File: src/rtl/uart_tx_sched.sv
// Round-robin scheduler sharing one UART tx line between NUM_REQ requesters.
// Optional even parity bit after the data bits when UART_PARITY_EN is defined.
module uart_tx_sched #(
    parameter int unsigned NUM_REQ   = 4,
    parameter int unsigned DATA_W    = 8,
    parameter int unsigned STOP_BITS = 1,
    localparam int unsigned ID_W     = $clog2(NUM_REQ)
) (
    input  logic                      clk,
    input  logic                      rst_n,
    input  logic                      tx_en,
    input  logic [NUM_REQ-1:0]        req,
    input  logic [NUM_REQ*DATA_W-1:0] req_data,
    output logic [NUM_REQ-1:0]        gnt,
    output logic                      tx,
    output logic                      busy,
    output logic [ID_W-1:0]           cur_id,
    output logic                      done
);

    localparam int unsigned CNT_W = $clog2(DATA_W + 1);
    localparam int unsigned SC_W  = 2;

    typedef enum logic [2:0] {
        S_IDLE,
        S_LOAD,
        S_START,
        S_DATA,
`ifdef UART_PARITY_EN
        S_PARITY,
`endif
        S_STOP
    } state_t;

    state_t              r_state, w_state_nxt;
    logic [ID_W-1:0]     r_rr_ptr, w_rr_nxt;
    logic [CNT_W-1:0]    r_bit_cnt, w_bit_nxt;
    logic [SC_W-1:0]     r_stop_cnt, w_stop_nxt;
    logic [DATA_W-1:0]   r_shreg, w_shreg_nxt;
    logic                r_tx, w_tx_nxt;
    logic [NUM_REQ-1:0]  r_gnt, w_gnt_nxt;
    logic                r_busy, w_busy_nxt;
    logic                r_done, w_done_nxt;
    logic [ID_W-1:0]     r_cur_id, w_id_nxt;
`ifdef UART_PARITY_EN
    logic                r_par, w_par_nxt;
`endif

    logic                w_found;
    logic [ID_W-1:0]     w_win;
    logic [DATA_W-1:0]   w_win_data;

    // Round-robin pick: first pending request at or after r_rr_ptr, wrapping
    always_comb begin
        w_found    = 1'b0;
        w_win      = '0;
        w_win_data = '0;
        for (int unsigned k = 0; k < NUM_REQ; k++) begin
            logic [ID_W-1:0] idx;
            idx = ID_W'((32'(r_rr_ptr) + k) % NUM_REQ);
            if (!w_found && req[idx]) begin
                w_found = 1'b1;
                w_win   = idx;
            end
        end
        for (int unsigned i = 0; i < NUM_REQ; i++) begin
            if (w_win == ID_W'(i)) begin
                w_win_data = req_data[i*DATA_W +: DATA_W];
            end
        end
    end

    always_comb begin
        w_state_nxt = r_state;
        w_rr_nxt    = r_rr_ptr;
        w_bit_nxt   = r_bit_cnt;
        w_stop_nxt  = r_stop_cnt;
        w_shreg_nxt = r_shreg;
        w_tx_nxt    = r_tx;
        w_gnt_nxt   = '0;
        w_done_nxt  = 1'b0;
        w_id_nxt    = r_cur_id;
`ifdef UART_PARITY_EN
        w_par_nxt   = r_par;
`endif
        case (r_state)
            S_IDLE: begin
                w_tx_nxt = 1'b1;
                if (w_found) begin
                    w_gnt_nxt   = NUM_REQ'(1) << w_win;
                    w_shreg_nxt = w_win_data;
                    w_id_nxt    = w_win;
                    w_rr_nxt    = ID_W'((32'(w_win) + 32'd1) % NUM_REQ);
                    w_state_nxt = S_LOAD;
`ifdef UART_PARITY_EN
                    w_par_nxt   = ^w_win_data;
`endif
                end
            end
            // A tick in the grant cycle itself (r_gnt still high) is ignored
            S_LOAD: begin
                if (tx_en && (r_gnt == '0)) begin
                    w_tx_nxt    = 1'b0;
                    w_state_nxt = S_START;
                end
            end
            S_START: begin
                if (tx_en) begin
                    w_tx_nxt    = r_shreg[0];
                    w_shreg_nxt = r_shreg >> 1;
                    w_bit_nxt   = CNT_W'(1);
                    w_state_nxt = S_DATA;
                end
            end
            S_DATA: begin
                if (tx_en) begin
                    if (r_bit_cnt == CNT_W'(DATA_W)) begin
`ifdef UART_PARITY_EN
                        w_tx_nxt    = r_par;
                        w_state_nxt = S_PARITY;
`else
                        w_tx_nxt    = 1'b1;
                        w_stop_nxt  = SC_W'(1);
                        w_state_nxt = S_STOP;
`endif
                    end else begin
                        w_tx_nxt    = r_shreg[0];
                        w_shreg_nxt = r_shreg >> 1;
                        w_bit_nxt   = r_bit_cnt + CNT_W'(1);
                    end
                end
            end
`ifdef UART_PARITY_EN
            S_PARITY: begin
                if (tx_en) begin
                    w_tx_nxt    = 1'b1;
                    w_stop_nxt  = SC_W'(1);
                    w_state_nxt = S_STOP;
                end
            end
`endif
            S_STOP: begin
                w_tx_nxt = 1'b1;
                if (tx_en) begin
                    if (r_stop_cnt == SC_W'(STOP_BITS)) begin
                        w_state_nxt = S_IDLE;
                        w_done_nxt  = 1'b1;
                    end else begin
                        w_stop_nxt = r_stop_cnt + SC_W'(1);
                    end
                end
            end
            default: begin
                w_state_nxt = S_IDLE;
                w_tx_nxt    = 1'b1;
            end
        endcase
        w_busy_nxt = (w_state_nxt != S_IDLE);
    end

    always_ff @(posedge clk or negedge rst_n) begin
        if (!rst_n) begin
            r_state    <= S_IDLE;
            r_rr_ptr   <= '0;
            r_bit_cnt  <= '0;
            r_stop_cnt <= '0;
            r_shreg    <= '0;
            r_tx       <= 1'b1;
            r_gnt      <= '0;
            r_busy     <= 1'b0;
            r_done     <= 1'b0;
            r_cur_id   <= '0;
`ifdef UART_PARITY_EN
            r_par      <= 1'b0;
`endif
        end else begin
            r_state    <= w_state_nxt;
            r_rr_ptr   <= w_rr_nxt;
            r_bit_cnt  <= w_bit_nxt;
            r_stop_cnt <= w_stop_nxt;
            r_shreg    <= w_shreg_nxt;
            r_tx       <= w_tx_nxt;
            r_gnt      <= w_gnt_nxt;
            r_busy     <= w_busy_nxt;
            r_done     <= w_done_nxt;
            r_cur_id   <= w_id_nxt;
`ifdef UART_PARITY_EN
            r_par      <= w_par_nxt;
`endif
        end
    end

    assign gnt    = r_gnt;
    assign tx     = r_tx;
    assign busy   = r_busy;
    assign cur_id = r_cur_id;
    assign done   = r_done;

endmodule

File: config.mk
export PLATFORM = sky130hd
export DESIGN_NAME = uart_tx_sched
export DESIGN_NICKNAME = d
export VERILOG_FILES = /design/src/rtl/uart_tx_sched.sv
export SDC_FILE = /design/constraint.sdc
export NUM_CORES = 1
export LEC_CHECK = 0
export CAP_MARGIN = 20
export CORE_ASPECT_RATIO = 0.9
export CORE_UTILIZATION = 48
export DETAILED_ROUTE_END_ITERATION = 12
export GPL_TIMING_DRIVEN = 1
export MAX_ROUTING_LAYER = met4
export PLACE_DENSITY = 0.85
export SLEW_MARGIN = 20
export SYNTH_ARGS = -nofsm -noshare
export SYNTH_HDL_FRONTEND = slang
export SYNTH_SLANG_ARGS = --single-unit
export TNS_END_PERCENT = 10
File: constraint.sdc
create_clock -name clk -period 3.25 [get_ports clk]
set_clock_uncertainty 0.05 [all_clocks]
set_input_delay 0.325 -clock clk [delete_from_list [all_inputs] [get_ports clk]]
set_output_delay 0.325 -clock clk [all_outputs]
set_load 0.02 [all_outputs]
* Yosys cells after proc, flatten, opt, wreduce, memory -nomap -nowiden
Index checks and enable logic that the tools add are counted.
Storage, ports and cells: bits in latches 0, memories 0, memory bits (read-only) 0, memory bits (writable) 0, register bits 28, logic and storage cells 109, input port bits 39
Operators by class: multiplexer cells 52, magnitude comparators 4, $mul 0, $add $sub $neg 6, reduce and logical (&&, ||, !) cells 19, bitwise operators 0, shift-type cells 1, div/mod/pow operators 0, equal/unequal tests 17
Operator list (number):
- $mux 8 | 8
- $pmux 8 s3 | 1
- $mux 3 | 7
- $mux 4 | 5
- $mux 2 | 8
- $ne 2x2->1 const B | 8
- $mux 1 | 15
- $pmux 3 s5 | 1
- $lt 2x3->1 const B | 4
- $reduce_and 5->1 | 2
- $bmux 1 s2 | 4
- $pmux 4 s2 | 1
- $add 2x1->2 const B | 3
- $eq 3x2->1 const B | 2
- $reduce_bool 3->1 | 2
- $add 2x2->2 const B | 2
- $add 4x1->4 const B | 1
- $eq 2x1->1 const B | 2
- $eq 2x2->1 const B | 2
- $eq 4x4->1 const B | 1
- $logic_and 1x1->1 | 4
- $logic_not 4->1 | 1
- $pmux 2 s2 | 1
- $reduce_and 4->1 | 1
- 10 further kinds | 13

* Logic depth before layout (Yosys ltp)
Gate-level depths: netlist (run 1).
word-level depth 19, mapped depth 10

* Least setup slack after synthesis (run 1)
OpenSTA, ideal clock, no wires.
kind reg2reg, start point register r_rr_ptr[1], end point register r_shreg[6], stages on the path, launching flop included 10, arrival time 2.272 ns, clock period less this slack 2.387 ns, path buffers 1, path slack 0.863 ns, required time 3.135 ns, cell sequence dfrtp_1 a21bo_2 a221o_2 inv_1 ha_1 clkbuf_1 a21oi_1 a221o_2 a31oi_1 mux2_2
On the way: longest elaborated chain between the ends 19, elaborated cells on any way between the ends 37, classes of those cells add/sub (3); eq/ne (4); mux (22); reduce/logical (8)
Ends and longest elaborated chain:
- start: declaration | line 36 | logic [ID_W-1:0] r_rr_ptr, w_rr_nxt;
- start signal: assignment | line 178 | r_rr_ptr <= w_rr_nxt;
- parallel branches: the longest is 11 deep, another holds $add 2x1->2
- $mux 2 (*) | line 61 | if (!w_found && req[idx]) begin
- named net w_win[0] | line 50 | logic [ID_W-1:0] w_win;
- $logic_not 2->1 | line 67 | if (w_win == ID_W'(i)) begin
- $mux 8 (3 in series) | line 67
- $mux 8 (*) | line 67
- $mux 8 (*) | line 89 | if (w_found) begin
- $pmux 8 s3 (*) | line 86 | case (r_state)
- end signal: assignment | line 181 | r_shreg <= w_shreg_nxt;
- end: declaration | line 39 | logic [DATA_W-1:0] r_shreg, w_shreg_nxt;
Mark *: on every way through the listed nets, which the timed path passes. The select of a mux whose other input is x is not followed. A chain may end at the register's enable or synchronous reset.

* Worst setup path after layout (run 1)
start point input req[1], end point register r_shreg[1]
On the way: longest elaborated chain between the ends 19, elaborated cells on any way between the ends 34, classes of those cells eq/ne (4); mux (22); reduce/logical (8)
Ends and longest elaborated chain:
- start: declaration | line 12 | input logic [NUM_REQ-1:0] req,
- $bmux 1 s2 | line 61
- $mux 1 (not written as such) | line 61
- $mux 1 | line 61
- $logic_not 1->1 | line 61
- $logic_and 1x1->1 | line 61
- $mux 1 | line 61
- $logic_not 1->1 | line 61
- $logic_and 1x1->1 | line 61
- (+2 left out)
- $logic_and 1x1->1 | line 61
- $mux 2 (*) | line 61
- named net w_win[0] | line 50
- $logic_not 2->1 | line 67
- $mux 8 (3 in series) | line 67
- $mux 8 (*) | line 67
- $mux 8 (*) | line 89
- $pmux 8 s3 (*) | line 86
The timed path passes the listed nets; every way through them passes the cells marked *. The select of a mux whose other input is x is not followed.

==> flow_metrics.tcl, run 1 <==
set metrics [dict create \
    outcome "finished, final reports clean" \
    antennaDiodeCount 0 \
    coreArea_sq_um 3478 \
    worst_setup_path_start_kind "input port" \
    dp_slack_ns 0.1926 \
    cts_buffers 3 \
    fin_tns_setup_ns 0 \
    vias 1548 \
    leakagePower_nw 0.9899 \
    synthToLayoutAreaGrowth_pct 30.17 \
    die_w_um 66.47 \
    synth_edf_count 0 \
    total_power_mw 1.740 \
    critPathCaptureType "flop" \
    rrSetupSlack_ns 0.62 \
    worst-setup-path-type "input port to flop" \
    ctsHoldBuffers 0 \
    synth_seq_area_share_pct 39.09 \
    gr-total-overflow 0 \
    drt_iter0_markers 116 \
    synth_top_family_by_area "compound AO/OA/AOI/OAI gates" \
    tightest_slew_ns 0.8323 \
    synthArstFlopShare_pct 100.0 \
    cp-endpoint "r_shreg[1]$_DFFE_PN0P_" \
    drc_errors 0 \
    critPathMaxFanout 17 \
    synth-main-ff-cell "dfrtp_1" \
    synthMuxAreaShare_pct 8.084 \
    nets 276 \
    synth-simple-area-share_pct 19.02 \
    cts_root_buffer "clkbuf_8" \
    syn_nets 234 \
    power.density_nw_per_um2 744.4 \
    finalCritPeriodShare_pct 86.57 \
    insertion_delay_ns 0.28 \
    grt_max_degree 29 \
    die_y_um 60.02 \
    slew_violations 0 \
    worst_slack_ns 0.4366 \
    antenna_found_initial 0 \
    relSlewSlack_pct 44.05 \
    peakVddDrop_v 0.0005051 \
    ioPinCount 48 \
    ys_ff_latch 28 \
    final_cell_mix "clkdlybuf4s50_1, dfrtp_1, inv_1" \
    yosysWarningCount 0 \
    cts-htree-levels 1 \
    ys_types 44 \
    netlist_area_sq_um 1795 \
    grt_pass1_wl_um 6941 \
    r2r_start "r_rr_ptr[1]$_DFFE_PN0P_" \
    max_clock_freq_mhz 355.4 \
    dpl.cell_count 269 \
    post_cts.repair.setup_buffers 0 \
    synth_compound_gate_area_share_pct 21.05 \
    synthTopCellsByArea "dfrtp_1, mux2_2, ha_1" \
    cts-resized-gates 0 \
    row_count 20 \
    design_area_sq_um 2337 \
    avgSynthCellArea_sq_um 9.550 \
    path_clk_slew_ns 0.10 \
    wl_um 4197 \
    cp-startpoint "req[1]" \
    drive_gt1_share_pct 14.85 \
    critPathArrivalTime_ns 2.99 \
    timing.rr.end "r_shreg[1]$_DFFE_PN0P_" \
    period_minus_slack_ns 2.813 \
    synth_xor_area_share_pct 0 \
    syn_inst 188 \
    setup_viol 0 \
    clock_sinks 28 \
    drv_cap 0 \
    placedInstanceArea_sq_um 2266 \
    hold_viol 0 \
    drtAntennaViolNets 0 \
    reg2regPathDepth 8 \
    yosys.area.top_type "dfrtp_1" \
    cp.required_ns 3.43 \
    port_buffers 47 \
    clockBufferDepth 2 \
    hold_class "input port to asynchronous set/reset pin" \
    via_per_inst 5.670 \
    grt.total_usage_pct 24.59 \
    rsz0062_at_grt "no" \
    floorplan.initialDensity_pct 51.62 \
    layout_commonest_cell "clkdlybuf4s50_1" \
    dpl.hpwl_um 3138 \
    cts_tree "done" \
    fin_cells 273 \
    yosys.area.top_type_share_pct 37.63 \
    die_area_sq_um 3990 \
    synth_fa_ha_area_share_pct 4.878 \
    grt_pass1_vias 1489 \
    dr.pass1.iters 4 \
    wl_per_cell_um 15.37 \
    gp_congestion 0.9193 \
]
-- final cells by class --
class | instances | area (sq um)
inverters | 19 | 71.32
repair buffers | 49 | 485.5
flip-flops and latches | 28 | 701.9
multi-input cells | 129 | 952.2
clock inverters | 1 | 30.03
fillers | 253 | 1141
clock buffers | 3 | 41.29
well taps | 44 | 55.05
-- per-stage QoR --
step | utilization, % | hold WS [ns]
final | 67.19 | 0.3723
after global routing | 67.19 | 0.4230
after CTS | 67.19 | 0.3870
after detailed placement | 65.14 | 0.4383
after global placement | 65.14 | 0.4204
after floorplan | - | -0.02059
-- registers in the layout, indices dropped and copies added (netlist names) --
signal	cells
busy	1
r_rr_ptr	2
r_shreg	8
r_bit_cnt	4
r_stop_cnt	2
gnt	4
tx	1
r_state	3
cur_id	2
done	1
-- power by group --
part | switching, mW | internal, mW | total, mW
logic | 0.433 | 0.429 | 0.862
clock network | 0.111 | 0.165 | 0.277
registers | 0.123 | 0.478 | 0.601
-- Yosys cell counts, drive strengths merged, types with 2 or more instances --
master  number
a21o         2
a21oi       16
a221o        8
a31oi        7
and2         4
buf          5
clkbuf       6
dfrtp       27
ha           7
inv         19
mux2        12
nand2       12
nand2b       2
nand3        5
nand3b       9
nor2        14
nor2b        3
nor4         5
o21ai        5
o32ai        2
-- critical path: stages --
cell	delay (ns)
clkdlybuf4s50_1	0.57
a21bo_2	0.25
a221o_2	0.37
inv_1	0.10
ha_1	0.46
a21oi_1	0.14
a221o_2	0.41
a31oi_1	0.19
mux2_2	0.18
-- layer usage --
metal | GRT usage (%) | vias to the layer above | wire length, um
met1 | 33.29 | 751 | 1938
met2 | 37.17 | 34 | 2015
met5 | - | - | 0
met4 | 8.511 | 0 | 69
met3 | 4.389 | 6 | 173
li1 | - | 757 | -
-- logic make-up (layout without fill, tap and decap cells) --
family	after synthesis	in the layout
AOI/OAI and AO/OA	50	50
DFF	28	28
muxes	13	13
and+or+nand+nor	59	59
buffers and inverters	31	72
adders and majority gates	7	7
-- how the worst min path moves through the flow --
stage | startpoint | to | slack [ns] | cells past startpoint
3_3_place_gp | tx$_DFFE_PN1P_ | tx$_DFFE_PN1P_ | 0.42 | 2
3_5_place_dp | cur_id[0]$_DFFE_PN0P_ | cur_id[0]$_DFFE_PN0P_ | 0.44 | 1
4_1_cts | rst_n | r_bit_cnt[2]$_DFFE_PN0P_ | 0.39 | 2
6_report | rst_n | r_state[2]$_DFF_PN0_ | 0.37 | 2
5_1_grt | rst_n | r_bit_cnt[0]$_DFFE_PN0P_ | 0.42 | 2
2_1_floorplan | rst_n | busy$_DFF_PN0_ | -0.02 | 0
Power figures use the tool's default switching activity.
==> run 2, diff against run 1 <==
--- a/config.mk
+++ b/config.mk
@@ -7,11 +7,12 @@
 export LEC_CHECK = 0
 export CAP_MARGIN = 20
 export CORE_ASPECT_RATIO = 0.9
-export CORE_UTILIZATION = 48
+export CORE_UTILIZATION = 55
 export DETAILED_ROUTE_END_ITERATION = 12
+export DONT_BUFFER_PORTS = 1
 export GPL_TIMING_DRIVEN = 1
 export MAX_ROUTING_LAYER = met4
-export PLACE_DENSITY = 0.85
+export PLACE_DENSITY = 0.76
 export SLEW_MARGIN = 20
 export SYNTH_ARGS = -nofsm -noshare
 export SYNTH_HDL_FRONTEND = slang
==> run 2 against run 1 <==
Against the previous run:
- wire length decreased by 9.7%
- die area decreased by 12%
- cell count decreased by 18%
- first-iteration DRC count decreased by 40%
- register-to-register slack about the same
- final area decreased by 21%
==> flow_metrics.tcl, run 2 (synthesized netlist as in run 1, its figures left out) <==
set metrics [dict create \
    dpl.hpwl_um 2842 \
    cts_root_buffer "clkbuf_4" \
    placedInstanceArea_sq_um 1778 \
    cts-resized-gates 0 \
    wl_met3_um 176 \
    die_w_um 62.23 \
    top_layer "met4" \
    peakVddDrop_v 0.0004818 \
    cts-htree-levels 1 \
    rrSetupSlack_ns 0.61 \
    cts_tree "done" \
    period_minus_slack_ns 2.641 \
    largest_register "r_shreg" \
    grt_pass1_vias 1343 \
    clockBufferDepth 2 \
    drtAntennaViolNets 0 \
    multi_input_area_sq_um 952.2 \
    regArea_sq_um 701.9 \
    row_count 19 \
    critPathCaptureType "flop" \
    grt_max_degree 29 \
    relSlewSlack_pct 43.83 \
    fin_tns_setup_ns 0 \
    via_per_inst 6.263 \
    cts_buffers 3 \
    cp.required_ns 3.43 \
    post_cts.repair.setup_buffers 0 \
    wl_met1_um 1739 \
    path_buf_inv 1 \
    coreArea_sq_um 3090 \
    insertion_delay_ns 0.33 \
    outcome "finished, final reports clean" \
    worst_setup_path_start_kind "flop" \
    wl_per_cell_um 16.92 \
    floorplan.initialDensity_pct 58.10 \
    setup_viol 0 \
    tightest_slew_ns 0.8356 \
    antenna_found_initial 0 \
    synthToLayoutAreaGrowth_pct 2.718 \
    dpl.cell_count 218 \
    path_cells "a21bo_2, a221o_2, inv_1, ha_1, nor2b_1, a221oi_1, o31ai_1, mux2_2" \
    ctsHoldBuffers 2 \
    slew_violations 0 \
    slowest_delay_ns 0.47 \
    grt_pass1_wl_um 6403 \
    crit_slowest_cell "dfrtp_1" \
    worst-setup-path-type "flop to flop" \
    ioPinCount 48 \
    final_cell_mix "dfrtp_1, inv_1, a21oi_1" \
    critPathTopFamily "compound AO/OA/AOI/OAI gates" \
    gp_congestion 0.8380 \
    wl_met2_um 1815 \
    largest_reg_flops 8 \
    clock_sinks 28 \
    layout_commonest_cell "dfrtp_1" \
    die_area_sq_um 3497 \
    drc_errors 0 \
    hold_viol 0 \
    critPathArrivalTime_ns 2.82 \
    die_y_um 56.21 \
    power.density_nw_per_um2 832.1 \
    antennaDiodeCount 0 \
    fillers 277 \
    grt.total_usage_pct 23.91 \
    gr-total-overflow 0 \
    dr.pass1.iters 4 \
    path_clk_slew_ns 0.15 \
    rsz0062_at_grt "no" \
    fin_hold_ws_ns 0.07298 \
    max_clock_freq_mhz 378.6 \
    fin_cells 224 \
    port_buffers 0 \
    drv_cap 0 \
    drive_gt1_share_pct 18.13 \
    wl_um 3790 \
    nets 229 \
    finalCritPeriodShare_pct 81.27 \
    critPathMaxFanout 17 \
    drt_iter0_markers 70 \
    design_area_sq_um 1844 \
    vias 1403 \
    hold_class "input port to flop" \
    leakagePower_nw 0.7973 \
]
run 2: cell types whose count changed in the layout (fill, tap and decap cells not counted):
cell | before | now
buf_12 | 0 | 1
clkbuf_8 | 3 | 1
clkbuf_4 | 0 | 3
clkdlybuf4s50_1 | 47 | 0
bufinv_16 | 1 | 0
buf_4 | 2 | 0
dlygate4sd3_1 | 0 | 1
run 2: worst paths after layout:
check                      cells after the start                  endpoint                     from
max                                            8    r_shreg[7]$_DFFE_PN0P_  r_rr_ptr[1]$_DFFE_PN0P_
min                                            2            done$_DFF_PN0_                    tx_en
max reg2reg                                    8    r_shreg[7]$_DFFE_PN0P_  r_rr_ptr[1]$_DFFE_PN0P_
min reg2reg                                    1    r_shreg[2]$_DFFE_PN0P_   r_shreg[2]$_DFFE_PN0P_
max in group asynchronous                      2            tx$_DFFE_PN1P_                    rst_n
min in group asynchronous                      2  r_bit_cnt[1]$_DFFE_PN0P_                    rst_n
run 2: final cells by class:
cell class                 instances  area share, %
inverter                          19          3.867
multi-input combinational        129          51.63
timing repair buffer               2          1.628
sequential                        28          38.06
clock buffer                       4          1.967
tap                               42          2.849
run 2: layer usage:
metal	vias up	GRT usage [%]
li1	663	-
met3	8	5.943
met2	41	36.58
met5	-	-
met1	691	32.36
met4	0	4.983
run 2: worst register-to-register path, cell delays in order, from the launching register on:
cell and delay [ns]:
dfrtp_1 0.47, a21bo_2 0.24, a221o_2 0.38, inv_1 0.10, ha_1 0.44, nor2b_1 0.10, a221oi_1 0.37, o31ai_1 0.12
mux2_2 0.28
run 2: per-stage QoR:
step	setup WS [ns]	power, mW	utilization, %
floorplan	0.8627	1.227	-
global route	0.4264	1.653	59.68
CTS	0.6414	1.536	59.68
global placement	0.7703	1.309	57.53
detailed placement	0.6692	1.356	57.53
finish	0.6086	1.535	59.68
run 2: power by group:
part | switching (mW) | leakage (nW) | internal [mW] | total [mW]
logic | 0.377 | 0.435 | 0.352 | 0.729
registers | 0.157 | 0.341 | 0.477 | 0.634
clock network | 0.103 | 0.0210 | 0.0686 | 0.171
==> run 3, diff against run 2 <==
==> constraint.sdc (replaced) <==
create_clock -name clk -period 2.6 [get_ports clk]
set_clock_uncertainty 0.05 [all_clocks]
set_input_delay 0.26 -clock clk [delete_from_list [all_inputs] [get_ports clk]]
set_output_delay 0.26 -clock clk [all_outputs]
set_load 0.02 [all_outputs]
==> run 3 against run 2 <==
Against the previous run:
- non-clock buffer count up 5
- count of clock-buffer cells in the layout unchanged
- register-to-register slack worse by 0.42 ns
- wire length down 0.32%
- combinational power up 29%
- worst hold slack better by 0.040 ns
- critical path type unchanged
==> flow_metrics.tcl, run 3 (synthesized netlist as in run 1, its figures left out) <==
set metrics [dict create \
    floorplan.initialDensity_pct 58.10 \
    critPathCaptureType "flop" \
    drv_cap 0 \
    fin_hold_ws_ns 0.1126 \
    critPathMostFrequentCell "a221o_2" \
    dr.pass1.iters 4 \
    die_area_sq_um 3497 \
    largest_register "r_shreg" \
    peakVddDrop_v 0.0005727 \
    grt.total_usage_pct 23.58 \
    drt_iter0_markers 101 \
    max_clock_freq_mhz 414.3 \
    die_y_um 56.21 \
    dpl.hpwl_um 2874 \
    clockPowerShare_pct 10.8 \
    reg2regPathDepth 9 \
    path_buf_inv 2 \
    gp_congestion 0.9809 \
    grt_pass1_wl_um 6299 \
    drive_gt1_share_pct 20.86 \
    coreArea_sq_um 3090 \
    total_power_mw 1.945 \
    combPwrFrac_pct 48.4 \
    slowest_delay_ns 0.47 \
    drc_errors 0 \
    path_clk_slew_ns 0.15 \
    pwr-share-seq_pct 40.9 \
    path_cells "a21bo_2, a221o_2, inv_1, ha_1, buf_4, a21oi_1, a221o_2, a31oi_1, mux2_2" \
    die_w_um 62.23 \
    cts_root_buffer "clkbuf_4" \
    insertion_delay_ns 0.33 \
    nets 234 \
    fin_tns_setup_ns 0 \
    antenna_found_initial 0 \
    antennaDiodeCount 0 \
    rrSetupSlack_ns 0.19 \
    whs_path_depth 2 \
    cp.required_ns 2.83 \
    r2r_start "r_rr_ptr[1]$_DFFE_PN0P_" \
    cts-htree-levels 1 \
    row_count 19 \
    timing.rr.end "r_shreg[1]$_DFFE_PN0P_" \
    largest_reg_flops 8 \
    critPathMaxFanout 17 \
    worst-setup-path-type "flop to flop" \
    wl_um 3778 \
    leakagePower_nw 0.8195 \
    critPathTopFamily "compound AO/OA/AOI/OAI gates" \
    via_per_inst 6.197 \
    grt_max_degree 29 \
    min_to "tx$_DFFE_PN1P_" \
    critPathArrivalTime_ns 2.65 \
    port_buffers 0 \
    drtAntennaViolNets 0 \
    dp_slack_ns 0.1769 \
    slew_violations 0 \
    crit_slowest_cell "dfrtp_2" \
    clockBufferDepth 2 \
    finalCritPeriodShare_pct 92.84 \
    vias 1419 \
    setup_viol 0 \
    cts_tree "done" \
    hold_viol 0 \
    fillers 278 \
    hold_class "input port to flop" \
    tightest_slew_ns 0.5353 \
    clock_sinks 28 \
    cts_buffers 3 \
    min_from "tx_en" \
    layout_commonest_cell "dfrtp_1" \
    internal_power_mw 1.147 \
    worst_setup_path_start_kind "flop" \
    period_minus_slack_ns 2.414 \
    relSlewSlack_pct 64.31 \
    power.share.switching_pct 41.02 \
    final_cell_mix "dfrtp_1, inv_1, a21oi_1" \
    power_switching_mw 0.7978 \
    gr-total-overflow 0 \
    grt_pass1_vias 1379 \
    rsz0062_at_grt "no" \
    worst_slack_ns 0.1861 \
    synthToLayoutAreaGrowth_pct 5.157 \
    outcome "finished, final reports clean" \
    ioPinCount 48 \
    power.density_nw_per_um2 1030 \
    wl_per_cell_um 16.50 \
]
==> run 3: cell count changes in the layout (fill, tap and decap cells not counted), sizes merged <==
cell	previous run	this run
buf	1	5
dlygate4sd3	1	2
==> run 3: layer usage <==
| metal | vias up | share of wire, % | routed length (um) | global-route usage [%] |
|---|---|---|---|---|
| li1 | 673 | - | - | - |
| met1 | 698 | 44 | 1660 | 31.70 |
| met2 | 46 | 49 | 1855 | 36.26 |
| met3 | 2 | 6.6 | 249 | 5.943 |
| met4 | 0 | 0.34 | 13 | 4.983 |
| met5 | - | 0 | 0 | - |
==> run 3: power by group through the flow <==
stage               Clock, mW  Combinational [mW]  Sequential [mW]
floorplan                   0               0.805            0.730
global placement            0               0.868            0.787
detailed placement          0               0.918            0.800
CTS                     0.219               0.934            0.790
global route            0.232                1.05            0.822
finish                  0.210               0.941            0.795
==> run 3: repair_timing <==
item                       4_1_cts  5_1_grt
hold endpoints to repair        28        1
hold buffers                     2        1
setup endpoints to repair        0        1
buffers inserted                 0        0
gates resized for setup          0        2
==> run 3: layout make-up <==
| cell class | instances | area [sq um] | share of cell area, % |
|---|---|---|---|
| Inverter | 19 | 71.32 | 3.777 |
| Clock buffer | 4 | 36.28 | 1.922 |
| Timing Repair Buffer | 7 | 70.07 | 3.711 |
| Tap cell | 42 | 52.55 | 2.783 |
| Sequential cell | 28 | 703.2 | 37.24 |
| Multi-Input combinational cell | 129 | 954.7 | 50.56 |
==> run 3: worst max path at each step <==
| stage | startpoint | end | slack [ns] | depth (start not counted) |
|---|---|---|---|---|
| floorplan | r_rr_ptr[1]$_DFFE_PN0P_ | r_shreg[6]$_DFFE_PN0P_ | 0.21 | 9 |
| global placement | r_rr_ptr[1]$_DFFE_PN0P_ | r_shreg[0]$_DFFE_PN0P_ | 0.30 | 9 |
| detailed placement | r_rr_ptr[1]$_DFFE_PN0P_ | r_shreg[1]$_DFFE_PN0P_ | 0.18 | 9 |
| CTS | r_rr_ptr[1]$_DFFE_PN0P_ | r_shreg[1]$_DFFE_PN0P_ | 0.16 | 9 |
| global route | r_rr_ptr[1]$_DFFE_PN0P_ | r_shreg[1]$_DFFE_PN0P_ | 0.02 | 10 |
| finish | r_rr_ptr[1]$_DFFE_PN0P_ | r_shreg[1]$_DFFE_PN0P_ | 0.19 | 9 |
==> run 3: stage by stage <==
| stage | cells | area (sq um) | utilization [%] |
|---|---|---|---|
| CTS | 228 | 1874 | 60.65 |
| global route | 229 | 1888 | 61.09 |
| global placement | 222 | 1808 | 58.50 |
| finish | 229 | 1888 | 61.09 |
| floorplan | 188 | 1795 | - |
| detailed placement | 222 | 1808 | 58.50 |
